File: config.mk
export PLATFORM = sky130hd
export DESIGN_NAME = mod_74x08_bist_ctrl
export DESIGN_NICKNAME = d
export VERILOG_FILES = /design/src/rtl/mod_74x08_bist_ctrl_pkg.sv /design/src/rtl/mod_74x08_bist_ctrl_bist_settle_timer.sv /design/src/rtl/mod_74x08_bist_ctrl.sv
export SDC_FILE = /design/constraint.sdc
export NUM_CORES = 1
export LEC_CHECK = 0
export ABC_AREA = 1
export CORE_MARGIN = 8
export CORE_UTILIZATION = 53
export DETAILED_ROUTE_END_ITERATION = 10
export PLACE_DENSITY = 0.78
export SETUP_SLACK_MARGIN = 0.3
export SLEW_MARGIN = 20
export SYNTH_ARGS = -nofsm -noshare
export SYNTH_HDL_FRONTEND = slang
export SYNTH_SLANG_ARGS = --single-unit
File: constraint.sdc
create_clock -name CLK -period 1.3 [get_ports CLK]
set_input_delay 0.195 -clock CLK [delete_from_list [all_inputs] [get_ports CLK]]
set_output_delay 0.195 -clock CLK [all_outputs]
set_load 0.01 [all_outputs]
File: src/rtl/mod_74x08_bist_ctrl_pkg.sv
// Shared definitions for the 74x08 quad-AND bank BIST controller:
// FSM state encodings, vector-space constants and the vector-to-operand mapping.
package mod_74x08_bist_ctrl_pkg;

    localparam int unsigned GATE_W    = 3;
    localparam int unsigned VEC_W     = 6;
    localparam int unsigned VEC_COUNT = 64;
    localparam int unsigned ERR_W     = 7;
    localparam int unsigned SETTLE_W  = 4;

    localparam logic [VEC_W-1:0] LAST_VEC = VEC_W'(VEC_COUNT - 1);

    typedef enum logic [2:0] {
        ST_IDLE   = 3'd0,
        ST_APPLY  = 3'd1,
        ST_SETTLE = 3'd2,
        ST_CHECK  = 3'd3,
        ST_DONE   = 3'd4
    } bist_state_e;

    // Operand pair driven onto the gate bank for one test vector.
    typedef struct packed {
        logic [0:GATE_W-1] a;
        logic [0:GATE_W-1] b;
    } gate_operands_t;

    // Upper three index bits feed A (MSB first), lower three feed B.
    function automatic gate_operands_t vec_to_operands(input logic [VEC_W-1:0] v);
        gate_operands_t op;
        op.a[0] = v[5];
        op.a[1] = v[4];
        op.a[2] = v[3];
        op.b[0] = v[2];
        op.b[1] = v[1];
        op.b[2] = v[0];
        return op;
    endfunction

endpackage

File: src/rtl/mod_74x08_bist_ctrl_bist_settle_timer.sv
// Settle-delay down-counter: load a cycle count, count down to zero,
// expire_c is high during the final counted cycle.
module bist_settle_timer
    import mod_74x08_bist_ctrl_pkg::*;
(
    input  logic                clk,
    input  logic                rst,
    input  logic                clr,
    input  logic                load,
    input  logic [SETTLE_W-1:0] load_val,
    output logic                expire_c
);

    logic [SETTLE_W-1:0] cnt_q;
    logic [SETTLE_W-1:0] cnt_d;

    // Next count: clear wins over load, otherwise decrement until zero.
    always_comb begin
        cnt_d = cnt_q;
        if (clr) begin
            cnt_d = '0;
        end else if (load) begin
            cnt_d = load_val;
        end else if (cnt_q != '0) begin
            cnt_d = cnt_q - SETTLE_W'(1);
        end
    end

    // Count register.
    always_ff @(posedge clk) begin
        if (rst) begin
            cnt_q <= '0;
        end else begin
            cnt_q <= cnt_d;
        end
    end

    assign expire_c = (cnt_q == SETTLE_W'(1));

endmodule

File: src/rtl/mod_74x08_bist_ctrl.sv
// BIST controller for a three-gate AND bank: walks all 64 operand vectors,
// waits SETTLE_CYCLES per vector, compares Y against A&B and counts mismatches.
// Optional first-failing-vector capture: define BIST_FIRST_FAIL_CAPTURE_EN.
module mod_74x08_bist_ctrl
    import mod_74x08_bist_ctrl_pkg::*;
#(
    parameter int unsigned SETTLE_CYCLES = 2
) (
    input  logic                CLK,
    input  logic                RST,
    input  logic                START,
    input  logic                ABORT,
    input  logic [0:GATE_W-1]   Y,
    output logic [0:GATE_W-1]   A,
    output logic [0:GATE_W-1]   B,
    output logic                BUSY,
    output logic                DONE,
    output logic                PASS,
    output logic [ERR_W-1:0]    ERR_CNT
`ifdef BIST_FIRST_FAIL_CAPTURE_EN
    ,
    output logic [VEC_W-1:0]    FAIL_VEC,
    output logic                FAIL_VALID
`endif
);

    bist_state_e state_q, state_d;

    logic [VEC_W-1:0]  vec_q, vec_d;
    logic [0:GATE_W-1] a_q, a_d;
    logic [0:GATE_W-1] b_q, b_d;
    logic              busy_q, busy_d;
    logic              done_q, done_d;
    logic              pass_q, pass_d;
    logic [ERR_W-1:0]  err_cnt_q, err_cnt_d;

`ifdef BIST_FIRST_FAIL_CAPTURE_EN
    logic [VEC_W-1:0]  fail_vec_q, fail_vec_d;
    logic              fail_valid_q, fail_valid_d;
`endif

    logic              timer_load;
    logic              timer_clr;
    logic              timer_expire_c;
    logic              vec_mismatch_c;
    gate_operands_t    next_ops;

    bist_settle_timer u_settle_timer (
        .clk      (CLK),
        .rst      (RST),
        .clr      (timer_clr),
        .load     (timer_load),
        .load_val (SETTLE_W'(SETTLE_CYCLES)),
        .expire_c (timer_expire_c)
    );

    // Any differing output bit marks the whole vector as failing.
    assign vec_mismatch_c = (Y != (a_q & b_q));

    // Next-state, counters and registered-output values.
    always_comb begin
        state_d      = state_q;
        vec_d        = vec_q;
        err_cnt_d    = err_cnt_q;
        pass_d       = pass_q;
        done_d       = 1'b0;
        timer_load   = 1'b0;
        timer_clr    = 1'b0;
`ifdef BIST_FIRST_FAIL_CAPTURE_EN
        fail_vec_d   = fail_vec_q;
        fail_valid_d = fail_valid_q;
`endif

        case (state_q)
            ST_IDLE: begin
                // START beats a simultaneous ABORT here.
                if (START) begin
                    state_d   = ST_APPLY;
                    vec_d     = '0;
                    err_cnt_d = '0;
                    pass_d    = 1'b0;
`ifdef BIST_FIRST_FAIL_CAPTURE_EN
                    fail_vec_d   = '0;
                    fail_valid_d = 1'b0;
`endif
                end
            end

            ST_APPLY: begin
                if (ABORT) begin
                    state_d   = ST_IDLE;
                    timer_clr = 1'b1;
                end else if (SETTLE_CYCLES == 0) begin
                    state_d = ST_CHECK;
                end else begin
                    state_d    = ST_SETTLE;
                    timer_load = 1'b1;
                end
            end

            ST_SETTLE: begin
                if (ABORT) begin
                    state_d   = ST_IDLE;
                    timer_clr = 1'b1;
                end else if (timer_expire_c) begin
                    state_d = ST_CHECK;
                end
            end

            ST_CHECK: begin
                if (ABORT) begin
                    state_d   = ST_IDLE;
                    timer_clr = 1'b1;
                end else begin
                    if (vec_mismatch_c) begin
                        err_cnt_d = err_cnt_q + ERR_W'(1);
`ifdef BIST_FIRST_FAIL_CAPTURE_EN
                        if (!fail_valid_q) begin
                            fail_vec_d   = vec_q;
                            fail_valid_d = 1'b1;
                        end
`endif
                    end
                    if (vec_q == LAST_VEC) begin
                        state_d = ST_DONE;
                    end else begin
                        state_d = ST_APPLY;
                        vec_d   = vec_q + VEC_W'(1);
                    end
                end
            end

            ST_DONE: begin
                // An abort landing on the completion cycle suppresses the result.
                state_d = ST_IDLE;
                if (!ABORT) begin
                    done_d = 1'b1;
                    pass_d = (err_cnt_q == '0);
                end
            end

            default: begin
                state_d = ST_IDLE;
            end
        endcase

        // Operands and BUSY follow the state being entered so they line up with it.
        busy_d   = (state_d == ST_APPLY) || (state_d == ST_SETTLE) || (state_d == ST_CHECK);
        next_ops = vec_to_operands(vec_d);
        a_d      = busy_d ? next_ops.a : '0;
        b_d      = busy_d ? next_ops.b : '0;
    end

    // State and output registers.
    always_ff @(posedge CLK) begin
        if (RST) begin
            state_q      <= ST_IDLE;
            vec_q        <= '0;
            a_q          <= '0;
            b_q          <= '0;
            busy_q       <= 1'b0;
            done_q       <= 1'b0;
            pass_q       <= 1'b0;
            err_cnt_q    <= '0;
`ifdef BIST_FIRST_FAIL_CAPTURE_EN
            fail_vec_q   <= '0;
            fail_valid_q <= 1'b0;
`endif
        end else begin
            state_q      <= state_d;
            vec_q        <= vec_d;
            a_q          <= a_d;
            b_q          <= b_d;
            busy_q       <= busy_d;
            done_q       <= done_d;
            pass_q       <= pass_d;
            err_cnt_q    <= err_cnt_d;
`ifdef BIST_FIRST_FAIL_CAPTURE_EN
            fail_vec_q   <= fail_vec_d;
            fail_valid_q <= fail_valid_d;
`endif
        end
    end

    assign A       = a_q;
    assign B       = b_q;
    assign BUSY    = busy_q;
    assign DONE    = done_q;
    assign PASS    = pass_q;
    assign ERR_CNT = err_cnt_q;
`ifdef BIST_FIRST_FAIL_CAPTURE_EN
    assign FAIL_VEC   = fail_vec_q;
    assign FAIL_VALID = fail_valid_q;
`endif

endmodule

# Word-level counts from Yosys, hierarchy flattened
# Index checks and enable logic that the tools add are counted.
[totals] elab_cells=69 out_inout_bits=16 register_bits=29 inputBits=7
[classes] n_eq_ne=14 add_sub_neg=3 n_mux=24 n_bitwise=3 n_reduce_logical=15
[ops] op="$mux W7" count=3
[ops] op="$mux W6" count=3
[ops] op="$mux W3" count=5
[ops] op="$pmux W7 S2" count=1
[ops] op="$eq A3 B2 Y1 const B" count=4
[ops] op="$pmux W3 S4" count=1
[ops] op="$pmux W6 S2" count=1
[ops] op="$ne A2 B2 Y1 const B" count=4
[ops] op="$add A7 B1 Y7 const B" count=1
[ops] op="$logic_not A7 Y1" count=1
[ops] op="$add A6 B1 Y6 const B" count=1
[ops] op="$eq A3 B1 Y1 const B" count=2
[ops] op="$eq A6 B6 Y1 const B" count=1
[ops] op="$mux W1" count=6
[ops] op="$mux W2" count=3
[ops] op="$reduce_bool A2 Y1" count=3
[ops] op="$reduce_or A2 Y1" count=3
[ops] op="$reduce_or A3 Y1" count=2
[ops] op="$eq A4 B1 Y1 const B" count=1
[ops] op="$reduce_and A4 Y1" count=1
[ops] op="$reduce_bool A4 Y1" count=1
[ops] op="$sub A4 B1 Y4 const B" count=1
[ops] op="$and A3 B3 Y3" count=1
[ops] op="$eq A3 B3 Y1 const B" count=1
[ops] op="6 further kinds" count=8

# Logic depth before layout (Yosys ltp)
# Gate-level depths: netlist of the first run.
[logic_depth] ltp_word=9 ltp_mapped=10 ltp_nobuf=10

# Hierarchy
# A second synthesis of the first run with hierarchy kept.
[hier_totals] hier_cells=252 area_unflattened_um2=1647.8
[modules_own_cells] module="mod_74x08_bist_ctrl" n_inst=1 seq_area_each_um2=500.5 cells_each=210 area_per_inst_um2=1370.1
[modules_own_cells] module="bist_settle_timer" n_inst=1 seq_area_each_um2=80.1 cells_each=42 area_per_inst_um2=277.8

# Worst setup path after synthesis of the first run
# Ideal clock, no wire load.
[synth_timing] path_type="register to register" startpoint="register err_cnt_q[0], in the netlist ERR_CNT[0]" endpoint="register err_cnt_q[4], in the netlist ERR_CNT[4]" period_less_slack_ps=1236 arrival_ps=1165 n_path_buf=0 setup_ps=71 path_slack_ps=64 path_stages_with_launch=8 t_required_ps=1229 path_cell_list="dfxtp_1 ha_1 nand3_1 nand2_1 nand2_1 nor2_1 nand3_1 a21oi_1"
[synth_via] elab_chain_len=4
[synth_rtl] element="from (decl)" line_no="mod_74x08_bist_ctrl.sv:35" rtl="logic [ERR_W-1:0] err_cnt_q, err_cnt_d;"
[synth_rtl] element="from (signal assigned)" line_no="mod_74x08_bist_ctrl.sv:177" rtl="err_cnt_q <= err_cnt_d;"
[synth_rtl] element="$add A7 B1 Y7" line_no="mod_74x08_bist_ctrl.sv:116" rtl="err_cnt_d = err_cnt_q + ERR_W'(1);"
[synth_rtl] element="$mux W7" line_no="mod_74x08_bist_ctrl.sv:115" rtl="if (vec_mismatch_c) begin"
[synth_rtl] element="$mux W7" line_no="mod_74x08_bist_ctrl.sv:111" rtl="if (ABORT) begin"
[synth_rtl] element="$pmux W7 S2" line_no="mod_74x08_bist_ctrl.sv:74" rtl="case (state_q)"
# Every way passes these cells. The select of a mux whose other input is x is not followed.
# A chain may end at the register's enable or synchronous reset.

# Final worst setup path of the first run
[layout_timing] startpoint="register vec_q[0]" endpoint="register b_q, in the netlist B[1]"
[layout_via] elab_chain_len=9 elab_cells_between_ends=15 classes_between="1 x add/sub; 4 x eq/ne; 6 x mux; 1 x bitwise; 3 x reduce/logical"
[layout_rtl] element="from (decl)" line_no="mod_74x08_bist_ctrl.sv:29" rtl="logic [VEC_W-1:0] vec_q, vec_d;"
[layout_rtl] element="from (signal assigned)" line_no="mod_74x08_bist_ctrl.sv:171" rtl="vec_q <= vec_d;"
[layout_rtl] element="$eq A6 B6 Y1" line_no="mod_74x08_bist_ctrl.sv:124" rtl="if (vec_q == LAST_VEC) begin"
[layout_rtl] element="$mux W3" line_no="mod_74x08_bist_ctrl.sv:124"
[layout_rtl] element="$mux W3" line_no="mod_74x08_bist_ctrl.sv:111"
[layout_rtl] element="$pmux W3 S4" line_no="mod_74x08_bist_ctrl.sv:74"
[layout_rtl] element="$eq A3 B1 Y1 or $eq A3 B2 Y1 (tied branches)" line_no="mod_74x08_bist_ctrl.sv:148" rtl="busy_d = (state_d == ST_APPLY) || (state_d == ST_SETTLE) || (state_d == ST_CHECK);"
[layout_rtl] element="$logic_or A1 B1 Y1 (2 in a row)" line_no="mod_74x08_bist_ctrl.sv:148"
[layout_rtl] element="$not A1 Y1 (no source line)"
[layout_rtl] element="$reduce_or A2 Y1 (no source line)"
[layout_rtl] element="to (signal assigned)" line_no="mod_74x08_bist_ctrl.sv:160" rtl="b_q <= '0;"
[layout_rtl] element="to (signal assigned)" line_no="mod_74x08_bist_ctrl.sv:173" rtl="b_q <= b_d;"
[layout_rtl] element="to (decl)" line_no="mod_74x08_bist_ctrl.sv:31" rtl="logic [0:GATE_W-1] b_q, b_d;"
# Several ways; a longest one is shown, not always the timed one.

==> results of run 1 <==
==> synth_stat cells, types with 2 or more instances <==
master	number	area, um2
nand2_1	54	203
inv_1	34	128
nor2_1	30	113
dfxtp_1	29	581
nand3_1	21	105
a21oi_1	16	80.1
nand2_2	7	43.8
o21ai_0	7	35.0
nand4_1	6	37.5
nor3_1	6	30.0
ha_1	3	37.5
nor2_2	2	12.5
o21ai_1	2	10.0
==> through the flow <==
| stage | setup TNS, ns | util | hold slack [ns] | area [um2] |
|---|---|---|---|---|
| 3_5_place_dp | -4.92 | 0.713 | 0.461 | 1970 |
| 2_1_floorplan | 0 | - | 0.257 | 1610 |
| 6_report | -0.0536 | 0.894 | 0.477 | 2470 |
| 3_3_place_gp | -4.61 | 0.713 | 0.456 | 1970 |
| 4_1_cts | 0 | 0.795 | 0.472 | 2190 |
| 5_1_grt | -0.693 | 0.894 | 0.492 | 2470 |
==> timing repair <==
item | 4_1_cts | 5_1_grt
hold endpoints to repair | 0 | 0
endpoints found under the setup margin | 44 | 44
pin swaps | 14 | 13
setup buffers | 13 | 6
gates resized for setup | 96 | 63
==> cells by family after synthesis <==
family	synth area share
buffers and inverters	0.0960
xor gates and xnor gates	0.0115
adders and majority gates	0.0246
DFF	0.381
AOI/OAI and AO/OA	0.107
and+or+nand+nor	0.380
==> registers in the layout, summed over array words and instances (netlist names) <==
| signal | cells |
|---|---|
| state_q | 3 |
| B | 3 |
| BUSY | 1 |
| ERR_CNT | 7 |
| PASS | 1 |
| vec_q | 6 |
| DONE | 1 |
| u_settle_timer.cnt_q | 4 |
| A | 3 |
==> final cells by class <==
| class | instances | area (um2) | area share |
|---|---|---|---|
| Clock buffer | 7 | 55.1 | 0.0223 |
| Inverter | 35 | 136 | 0.0553 |
| Multi-Input combinational cell | 164 | 1090 | 0.442 |
| Sequential cell | 29 | 627 | 0.254 |
| Tap cell | 31 | 38.8 | 0.0157 |
| Timing Repair Buffer | 56 | 519 | 0.211 |
==> per-layer routing <==
layer	track usage	up-vias
li1	-	863
met1	0.190	888
met2	0.300	101
met3	0.0486	14
met4	0.0670	0
met5	0	-
==> power breakdown <==
| group | internal (mW) | total (mW) | switching [mW] | leakage (nW) |
|---|---|---|---|---|
| Clock | 0.255 | 0.562 | 0.307 | 0.0314 |
| Sequential | 0.890 | 0.912 | 0.0215 | 0.247 |
| Combinational | 0.141 | 0.322 | 0.181 | 0.825 |
==> placed cells by master (no fill, tap or decap), drive strengths merged <==
master and n:
o21ai 9, xor2 1, inv 35, buf 49
nand3b 1, nand4 6, nor4 1, dfxtp 29
nor2 32, o31ai 1, nand2 62, clkdlybuf4s15 1
a21oi 18, clkbuf 7, nand3 22, a31oi 1
ha 3, nor3 6, clkdlybuf4s50 6, xnor2 1
==> worst paths after layout <==
kind / from / end / slack (ns) / cells after the start
worst max-delay path: vec_q[0]$_SDFF_PP0_ / B[1]$_SDFF_PP0_ / -0.03 / 9
worst min-delay path: u_settle_timer.cnt_q[3]$_SDFFE_PP0P_ / u_settle_timer.cnt_q[3]$_SDFFE_PP0P_ / 0.48 / 2
worst max register to register: vec_q[0]$_SDFF_PP0_ / B[1]$_SDFF_PP0_ / -0.03 / 9
worst min register to register: u_settle_timer.cnt_q[3]$_SDFFE_PP0P_ / u_settle_timer.cnt_q[3]$_SDFFE_PP0P_ / 0.48 / 2
==> worst max-delay path, stage by stage (launching register included) <==
cell and delay, ns:
dfxtp_4 0.37, ha_4 0.17, nand2_4 0.09, inv_2 0.05, nand2_2 0.08, nand3_4 0.09, nand3b_1 0.22, nand2_1 0.10
nand2_1 0.06, inv_1 0.05
==> flow_summary.yaml, run 1 <==
synth:
  seq_area_frac_synth: 0.381
  syn-num-nets: 240
  synth_cell_types: 26
  ys_ff_latch: 29
  yosys_warnings: 0
  synth.avg_cell_area_um2: 6.63
  synth_cells: 230
  synth_edf_count: 0
  async_flop_share: 0
  syn_area_um2: 1530
  synth_ff_type: "dfxtp_1"
cts:
  clk_latency_ns: 0.33
  cts_hold_buffers: 0
  root_buffer: "clkbuf_4"
  cts_sinks: 29
  cts.clk_slew.worst_paths_ns: 0.09
  cts_tree: "done"
  clockBufferDepth: 2
  h-tree-depth: 2
  numCtsBuffers: 5
setup_path:
  worstSetupPathType: "reg2reg"
  startpoint_type: "register"
  cp_max_fo: 3
  cp.arrival_ns: 1.61
  critPathRequiredTime_ns: 1.58
  end_kind: "register"
timing:
  setup_viol: 3
  skew_ns: 0.00339
  drv_slew: 0
  grt_setup_unrepaired: "true"
  hold_viol: 0
  max_clock_freq_mhz: 754
  period_minus_slack_ns: 1.33
  maxSlewHeadroom: 0.685
  setup_ws_ns: -0.0262
  worstMarginPinSlew_ns: 0.469
  period_share: 1.02
routing:
  drtIter0Drc: 186
  drc: 0
  dr_wl_met3_um: 474
  drt_pass1_iterations: 4
  wl_met2_mm: 2.73
  wl_mm: 5.47
  m1WireLength_mm: 2.16
  avgRoutedWirePerCell_um: 17.0
  vias_per_cell: 5.80
  vias: 1866
  highest_layer: "met4"
  final_antenna_net_count: 0
outcome:
  violations: "setup timing"
  status: "complete, but fails checks"
power:
  leakage_nw: 1.10
  power_mw: 1.80
  ir_drop_uv: 828
  p_per_area_nw_per_um2: 728
placed_design:
  dp.cells: 296
  dp_slack_ns: -0.309
  hpwl_mm: 2.77
  routabilityCongestion: 0.830
  io_buffers: 22
floorplanning:
  io_pins: 23
  core_um2: 2760
  initial_core_util: 0.553
  die_h_um: 69.6
  rows: 19
  die_x_um: 69.6
  die_area_um2: 4850
layout:
  syn_to_final_growth_pct: 61.7
  fillCellCount: 118
  drive_above_1_share: 0.478
  final_cells: 322
  nets: 301
  n_antenna_cell: 0
global_routing:
  grt_use_total: 0.172
  grt_pass1_vias: 1650
  grt_max_degree: 13
  grt_overflow: 0
  grt_pass1_wl_mm: 7.04
  antenna_found_initial: 0
flow_run:
  drv_cap: 0
hold_path:
  min_path_type: "reg2reg"
Power figures use the tool's default switching activity.
==> inputs of run 2 (changes only) <==
Settings changed: CAP_MARGIN from default to 20, CORE_ASPECT_RATIO from default to 1.4.
==> run 2 against run 1 <==
Net effect:
- the flow still finishes with violations (setup timing)
- highest routed layer unchanged
- clock-buffer cell count up 1
- cell count up 2.2%
- critical path depth down 1
- sequential share of layout area up 0.092 points
- power up 12%
- critical path type unchanged
- maximum frequency down 3.0%
- die area up 0.51%
==> flow_summary.yaml, run 2 (synthesized netlist as in run 1, its figures left out) <==
routing:
  dr_wl_met3_um: 379
  avgRoutedWirePerCell_um: 17.4
  drt_pass1_iterations: 4
  vias: 1878
  drc: 0
  m1WireLength_mm: 1.99
  wl_mm: 5.71
  vias_per_cell: 5.71
  drtIter0Drc: 144
  final_antenna_net_count: 0
  highest_layer: "met4"
  wl_met2_mm: 3.00
layout:
  final_cells: 329
  drive_above_1_share: 0.479
  fillCellCount: 138
  layout_commonest_cell: "nand2_1"
  final_util: 0.879
  largest_register_ffs: 7
  n_antenna_cell: 0
  final_cell_mix: "nand2_1 (43), inv_1 (26), buf_4 (25), nor2_1 (21), nand3_1 (15)"
  syn_to_final_growth_pct: 60.8
  nets: 301
  design_area_um2: 2450
cts:
  cts_hold_buffers: 0
  cts.clk_slew.worst_paths_ns: 0.06
  numCtsBuffers: 5
  root_buffer: "clkbuf_8"
  cts_sinks: 29
  cts_tree: "done"
  clk_latency_ns: 0.29
  h-tree-depth: 2
  clockBufferDepth: 2
timing:
  skew_ns: 0.00360
  drv_slew: 0
  finalSetupTns_ns: -0.123
  setup_ws_ns: -0.0675
  max_clock_freq_mhz: 731
  maxSlewHeadroom: 0.787
  hold_viol: 0
  period_share: 1.05
  grt_setup_unrepaired: "true"
  period_minus_slack_ns: 1.37
  worstMarginPinSlew_ns: 0.317
  finalHoldWorstSlack_ns: 0.388
  setup_viol: 4
global_routing:
  antenna_found_initial: 0
  grt_overflow: 0
  grt_max_degree: 12
  grt_pass1_vias: 1587
  grt_use_total: 0.187
  grt_pass1_wl_mm: 6.98
hold_path:
  min_path_type: "in2reg"
flow_run:
  drv_cap: 0
setup_path:
  cp_max_fo: 3
  cp.arrival_ns: 1.55
  critPathRequiredTime_ns: 1.49
  worstSetupPathType: "reg2reg"
  end_kind: "register"
  startpoint_type: "register"
power:
  p_int_mw: 1.46
  swShare: 0.271
  switchingPower_mw: 0.542
  comb_power_share: 0.157
  seqPwrFrac: 0.456
  power_mw: 2.00
  p_per_area_nw_per_um2: 816
  leakage_nw: 1.13
  ir_drop_uv: 1050
  clock_power_share: 0.387
floorplanning:
  initial_core_util: 0.546
  rows: 23
  io_pins: 23
  die_h_um: 79.5
  die_x_um: 61.3
  die_area_um2: 4880
  core_um2: 2790
outcome:
  violations: "setup timing"
  status: "complete, but fails checks"
placed_design:
  dp_slack_ns: -0.351
  hpwl_mm: 2.93
  place_area_um2: 2000
  dp.cells: 306
  routabilityCongestion: 0.865
  io_buffers: 22
[run 2: repair_timing]
action / 4_1_cts / 5_1_grt
pin swaps: 28 / 10
buffers inserted: 10 / 5
endpoints found under the setup margin: 44 / 34
resized for setup: 98 / 56
[run 2: final cells by class]
cell class,instances,area (um2),area share
clock buffers,8,90.1,0.0367
flip-flops and latches,29,626,0.255
inverters,35,141,0.0577
repair buffers,56,458,0.187
well taps,37,46.3,0.0189
multi-input cells,164,1090,0.445
[run 2: path summary, 6_finish.rpt]
| path | start | end | slack [ns] | cells after the start |
|---|---|---|---|---|
| max | vec_q[0]$_SDFF_PP0_ | A[0]$_SDFF_PP0_ | -0.07 | 8 |
| min | RST | ERR_CNT[5]$_SDFFE_PP0P_ | 0.39 | 3 |
| max reg2reg | vec_q[0]$_SDFF_PP0_ | A[0]$_SDFF_PP0_ | -0.07 | 8 |
| min reg2reg | u_settle_timer.cnt_q[3]$_SDFFE_PP0P_ | u_settle_timer.cnt_q[3]$_SDFFE_PP0P_ | 0.48 | 2 |
[run 2: worst max-delay path: stages (launching register included)]
cell     delay, ns
dfxtp_2       0.37
buf_4         0.13
nand4_1       0.20
nor2_1        0.21
nand2_1       0.10
nand3_2       0.09
nand2_2       0.07
nand2_1       0.05
inv_1         0.03
[run 2: power groups by stage]
stage	registers, mW	clock network (mW)	logic [mW]
global placement	0.934	0	0.210
detailed placement	0.935	0	0.213
CTS	0.912	0.764	0.253
finish	0.912	0.775	0.314
floorplan	0.937	0	0.120
global route	0.913	0.810	0.332
[run 2: routing by layer]
layer  up-vias  track usage
li1        860            -
met1       870        0.198
met2       109        0.335
met3        39       0.0500
met4         0       0.0709
met5         -            0
